--- config.mk ---
export PLATFORM = sky130hd
export DESIGN_NAME = ex_hazard_sched
export DESIGN_NICKNAME = d
export VERILOG_FILES = /design/src/rtl/hazard_pkg.sv /design/src/rtl/mc_seq_fsm.sv /design/src/rtl/ex_hazard_sched.sv
export SDC_FILE = /design/constraint.sdc
export NUM_CORES = 1
export LEC_CHECK = 0
export CAP_MARGIN = 20
export CORE_MARGIN = 2
export CORE_UTILIZATION = 31
export DETAILED_ROUTE_END_ITERATION = 10
export PLACE_DENSITY = 0.81
export SLEW_MARGIN = 20
export SYNTH_ARGS = -nofsm -noshare
export SYNTH_HDL_FRONTEND = slang
export SYNTH_SLANG_ARGS = --single-unit
--- constraint.sdc ---
create_clock -name clk -period 2.65 [get_ports clk]
set_input_delay 0.795 -clock clk [delete_from_list [all_inputs] [get_ports clk]]
set_output_delay 0.795 -clock clk [all_outputs]
set_load 0.01 [all_outputs]
--- src/rtl/hazard_pkg.sv ---
// Shared encodings for the EX hazard scheduler: forwarding selects,
// sequencer states and the operand forwarding priority rule.
package hazard_pkg;

  localparam logic [1:0] FWD_RF   = 2'b00;
  localparam logic [1:0] FWD_WB   = 2'b01;
  localparam logic [1:0] FWD_MEM  = 2'b10;
  localparam logic [4:0] REG_ZERO = 5'd0;

  typedef enum logic {
    IDLE = 1'b0,
    BUSY = 1'b1
  } mc_state_e;

  // The M-stage result is younger than W, so it wins when both match.
  function automatic logic [1:0] fwd_sel(input logic [4:0] rs,
                                         input logic       regwrite_m,
                                         input logic [4:0] rd_m,
                                         input logic       regwrite_w,
                                         input logic [4:0] rd_w);
    logic [1:0] sel;
    sel = FWD_RF;
    if (rs != REG_ZERO) begin
      if (regwrite_m && (rd_m == rs))      sel = FWD_MEM;
      else if (regwrite_w && (rd_w == rs)) sel = FWD_WB;
    end
    return sel;
  endfunction

endpackage

--- src/rtl/mc_seq_fsm.sv ---
// Occupancy sequencer for a multi-cycle EX op: holds the pipeline while the
// op runs, freezes the operand forwarding selects and flags the last cycle.
module mc_seq_fsm #(
  parameter int MC_CYCLES = 4
) (
  input  logic       clk,
  input  logic       rst,
  input  logic       mc_start_i,
  input  logic [1:0] fwd_a_i,
  input  logic [1:0] fwd_b_i,
  output logic       mc_stall_o,
  output logic       mc_last_o,
  output logic       busy_o,
  output logic [1:0] held_a_o,
  output logic [1:0] held_b_o
);
  import hazard_pkg::*;

  localparam int CW = (MC_CYCLES > 2) ? $clog2(MC_CYCLES - 1) : 1;
  localparam logic [CW-1:0] CNT_INIT = (MC_CYCLES > 1) ? CW'(MC_CYCLES - 2) : '0;

  mc_state_e     state_q, state_d;
  logic [CW-1:0] cnt_q, cnt_d;
  logic [1:0]    held_a_q, held_a_d, held_b_q, held_b_d;

  always_ff @(posedge clk or negedge rst) begin
    if (!rst) begin
      state_q  <= IDLE;
      cnt_q    <= '0;
      held_a_q <= FWD_RF;
      held_b_q <= FWD_RF;
    end else begin
      state_q  <= state_d;
      cnt_q    <= cnt_d;
      held_a_q <= held_a_d;
      held_b_q <= held_b_d;
    end
  end

  // Operands are captured in the start cycle; later cycles reuse them.
  always_comb begin
    state_d    = state_q;
    cnt_d      = cnt_q;
    held_a_d   = held_a_q;
    held_b_d   = held_b_q;
    mc_stall_o = 1'b0;
    mc_last_o  = 1'b0;
    if (MC_CYCLES <= 1) begin
      mc_last_o = mc_start_i;
    end else begin
      case (state_q)
        IDLE: begin
          if (mc_start_i) begin
            state_d    = BUSY;
            cnt_d      = CNT_INIT;
            held_a_d   = fwd_a_i;
            held_b_d   = fwd_b_i;
            mc_stall_o = 1'b1;
          end
        end
        BUSY: begin
          if (cnt_q != '0) begin
            cnt_d      = cnt_q - CW'(1);
            mc_stall_o = 1'b1;
          end else begin
            state_d   = IDLE;
            mc_last_o = 1'b1;
          end
        end
        default: state_d = IDLE;
      endcase
    end
  end

  assign busy_o   = (state_q == BUSY);
  assign held_a_o = held_a_q;
  assign held_b_o = held_b_q;

endmodule

--- src/rtl/ex_hazard_sched.sv ---
// EX hazard scheduler: forwarding selects, load-use stall, control-flow flush
// and multi-cycle op hold. Optional perf counters under HAZ_PERF_CNT_EN.
module ex_hazard_sched #(
  parameter int MC_CYCLES = 4,
  parameter int CNT_W     = 32
) (
  input  logic             clk,
  input  logic             rst,
  input  logic [4:0]       rs1_d,
  input  logic [4:0]       rs2_d,
  input  logic [4:0]       rs1_e,
  input  logic [4:0]       rs2_e,
  input  logic [4:0]       rd_e,
  input  logic             load_e,
  input  logic             regwrite_m,
  input  logic [4:0]       rd_m,
  input  logic             regwrite_w,
  input  logic [4:0]       rd_w,
  input  logic             pcsrc_e,
  input  logic             mc_start_e,
  output logic [1:0]       forward_a_e,
  output logic [1:0]       forward_b_e,
  output logic             stall_f,
  output logic             stall_d,
  output logic             stall_e,
  output logic             flush_d,
  output logic             flush_e,
  output logic             bubble_m,
  output logic             mc_last,
  output logic [CNT_W-1:0] stall_cnt,
  output logic [CNT_W-1:0] flush_cnt
);
  import hazard_pkg::*;

  logic [1:0] fwd_a, fwd_b, held_a, held_b;
  logic       mc_stall, mc_last_raw, mc_busy, load_use;

  assign fwd_a    = fwd_sel(rs1_e, regwrite_m, rd_m, regwrite_w, rd_w);
  assign fwd_b    = fwd_sel(rs2_e, regwrite_m, rd_m, regwrite_w, rd_w);
  assign load_use = load_e && (rd_e != REG_ZERO) && ((rd_e == rs1_d) || (rd_e == rs2_d));

  mc_seq_fsm #(.MC_CYCLES(MC_CYCLES)) u_mc_seq (
    .clk        (clk),
    .rst        (rst),
    .mc_start_i (mc_start_e),
    .fwd_a_i    (fwd_a),
    .fwd_b_i    (fwd_b),
    .mc_stall_o (mc_stall),
    .mc_last_o  (mc_last_raw),
    .busy_o     (mc_busy),
    .held_a_o   (held_a),
    .held_b_o   (held_b)
  );

  // Controls are gated by reset so they drop immediately, not at the next edge.
  always_comb begin
    forward_a_e = FWD_RF;
    forward_b_e = FWD_RF;
    stall_f     = 1'b0;
    stall_d     = 1'b0;
    stall_e     = 1'b0;
    flush_d     = 1'b0;
    flush_e     = 1'b0;
    bubble_m    = 1'b0;
    mc_last     = 1'b0;
    if (rst) begin
      forward_a_e = mc_busy ? held_a : fwd_a;
      forward_b_e = mc_busy ? held_b : fwd_b;
      mc_last     = mc_last_raw;
      if (mc_stall) begin
        stall_f  = 1'b1;
        stall_d  = 1'b1;
        stall_e  = 1'b1;
        bubble_m = 1'b1;
      end else if (pcsrc_e) begin
        flush_d = 1'b1;
        flush_e = 1'b1;
      end else if (load_use) begin
        stall_f = 1'b1;
        stall_d = 1'b1;
        flush_e = 1'b1;
      end
    end
  end

`ifdef HAZ_PERF_CNT_EN
  logic [CNT_W-1:0] stall_cnt_q, stall_cnt_d, flush_cnt_q, flush_cnt_d;

  always_comb begin
    stall_cnt_d = stall_cnt_q;
    flush_cnt_d = flush_cnt_q;
    if (stall_f && (stall_cnt_q != '1)) stall_cnt_d = stall_cnt_q + CNT_W'(1);
    if (flush_e && (flush_cnt_q != '1)) flush_cnt_d = flush_cnt_q + CNT_W'(1);
  end

  always_ff @(posedge clk or negedge rst) begin
    if (!rst) begin
      stall_cnt_q <= '0;
      flush_cnt_q <= '0;
    end else begin
      stall_cnt_q <= stall_cnt_d;
      flush_cnt_q <= flush_cnt_d;
    end
  end

  assign stall_cnt = stall_cnt_q;
  assign flush_cnt = flush_cnt_q;
`else
  assign stall_cnt = '0;
  assign flush_cnt = '0;
`endif

endmodule

==> impl_metrics.ini <==
[synth]
synthCells = 165
synth_most_common_cell = buf_4
synth_seq_area_share = 0.136
synthTopCellsByArea = buf_4 38%, xor2_1 15%, dfrtp_1 14%
synthTopCellsByCount = 66 x buf_4, 22 x xor2_1, 8 x nand2_1, 8 x xnor2_1
ys_ff_latch = 7
synth_area_per_cell_um2 = 7.83
synth_ff_type = dfrtp_1
synth_top_area_share = 0.384
ys_async_sr_fraction = 1.00
yosys.area.top_type = buf_4
syn_area_um2 = 1290
synth.distinct_cells = 29
synth_edf_count = 0
ys_warn_count = 0

[worst_setup_path]
timing.reg2reg.worst_path_depth = 3
crit_fanout = 3
criticalPathCategory = in2out
end_kind = output port
required_ns = 1.86
arrival_ns = 1.93
cp-start-kind = primary input

[clock_network]
cts.sinks = 7
cts_buffers = 3
htree_levels = 1
clock_latency_ns = 0.23
cts_buffer_depth = 2
cts-root-buf = clkbuf_8
cts_tree = yes
cts-hold-fix-buffers = 0
clk_pin_slew_worst_paths_ns = 0.05

[run_status]
violations = setup timing
run_status = finished with violations

[floorplanning]
die_y_um = 68.5
initial_core_util = 0.323
dieArea_um2 = 4700
rows = 23
io_pins = 117
core_area_um2 = 4000
die_w_um = 68.5

[worst_hold_path]
hold_path.class = reg2reg
hold_depth = 2

[route]
drtIter0Drc = 39
detail-route-antenna-nets = 0
routed_wl_um = 3320
vias = 1155
vias_per_cell = 3.94
post-route-drc-count = 0
wl_per_cell_um = 11.3
first_pass_iters = 4

[sta]
fin_crit_ns = 2.73
slew_viol_final = 0
post-route-period-util = 1.03
setup_violations = 2
setup_slack_ns = -0.0784
fin_worst_skew_ns = 0.00462
max_freq_ghz = 0.367
rsz0062_at_grt = yes
holdWs_ns = 0.483
finalHoldViolCount = 0

[job]
drv_cap = 0

[grt]
grt_pass1_wl_um = 4830
grt_max_degree = 12
overflow = 0
antenna_found_initial = 0
grt_usage = 0.134
grt_pass1_vias = 1084

[power]
power_density_nw_per_um2 = 398
worst_ir_drop_vdd_v = 0.000164
p_leak_nw = 1.03

[placement]
place_congestion = 0.879
port_buffers = 52
detailed_place_hpwl_um = 2680
dp_cells = 286

[final_layout]
drive_gt1_frac = 0.395
fin_cells = 293
areaGrowthSynthToFinish_pct = 49.4
fin_util = 0.482
diodes = 0
fin_nets = 287
[kinds of logic (layout without fill, tap and decap cells)]
family | Yosys count | count (layout) | share of synthesized area
AOI/OAI and AO/OA | 16 | 16 | 0.0950
other | 1 | 64 | 0.00290
xor gates and xnor gates | 30 | 30 | 0.203
buffers and inverters | 73 | 88 | 0.405
DFF | 7 | 7 | 0.136
and+or+nand+nor | 37 | 37 | 0.148
adders and majority gates | 1 | 1 | 0.00969
[state kept, by name (all words and copies together), names as in the netlist]
register / cells
u_mc_seq.busy_o: 1
u_mc_seq.cnt_q: 2
u_mc_seq.held_a_o: 2
u_mc_seq.held_b_o: 2
[layout by cell type (no fill, tap or decap), types with 3 or more instances in the layout]
master / synthesis / layout
dfrtp_1: 7 / 7
nor3_2: 0 / 5
clkdlybuf4s15_1: 0 / 3
buf_8: 0 / 3
xor2_1: 22 / 16
o31ai_1: 5 / 3
dlygate4sd2_1: 0 / 8
nor2_1: 7 / 6
buf_6: 0 / 12
nand4_1: 4 / 4
xnor2_2: 0 / 3
buf_4: 66 / 25
xor2_2: 0 / 6
buf_2: 1 / 19
and2_1: 3 / 3
inv_1: 6 / 5
clkdlybuf4s15_2: 0 / 3
clkbuf_8: 0 / 3
xnor2_1: 8 / 5
conb_1: 1 / 64
nand2_1: 8 / 7
[critical path, cell delays in order]
cell	delay (ns)
buf_8	0.10
buf_6	0.12
xnor2_2	0.12
nand4_1	0.11
nor3_2	0.07
buf_4	0.14
buf_6	0.11
o31ai_2	0.21
buf_2	0.16
[metrics by stage]
stage | total power, mW | TNS [ns] | setup WS, ns | cell area, um2
after floorplan | 0.468 | 0 | 0.00776 | 1540
after global placement | 0.593 | -7.51 | -0.878 | 1790
after detailed placement | 0.606 | -7.68 | -0.940 | 1790
after CTS | 0.758 | -0.116 | -0.0693 | 1860
after global routing | 0.825 | -0.437 | -0.141 | 1930
final | 0.768 | -0.123 | -0.0784 | 1930
[area by class of cell]
type	instances	area, um2
sequential	7	175
timing repair buffer	78	639
multi-input combinational	148	985
tap	50	62.6
fill	409	2070
clock buffer	4	45.0
inverter	6	22.5
[routing by layer]
layer	global-route usage	vias up	wire, um
met5	0	-	0
met1	0.159	536	1190
li1	-	568	-
met4	0.0225	0	14
met3	0.0114	2	186
met2	0.262	49	1930
[power by group]
group	switching (mW)	leakage, nW	internal, mW
logic	0.239	0.915	0.214
registers	0.0269	0.0896	0.134
clock network	0.0493	0.0228	0.104
[worst paths after layout]
kind                            slack [ns]                    to                  from
worst min-delay path                  0.48  u_mc_seq.held_b_o[0]  u_mc_seq.held_b_o[0]
worst min register to register        0.48  u_mc_seq.held_b_o[0]  u_mc_seq.held_b_o[0]
max in group asynchronous             1.78  u_mc_seq.held_a_o[1]                   rst
min in group asynchronous             0.75       u_mc_seq.busy_o                   rst
worst max-delay path                 -0.08        forward_b_e[0]              rs2_e[4]
worst max register to register        1.37  u_mc_seq.held_a_o[1]       u_mc_seq.busy_o
[what timing repair did]
action,4_1_cts,5_1_grt
buffers inserted,3,1
endpoints found under the setup margin,11,7
pin swaps,33,13
resized for setup,195,22
Note: power is estimated with default switching activity, not from simulation.
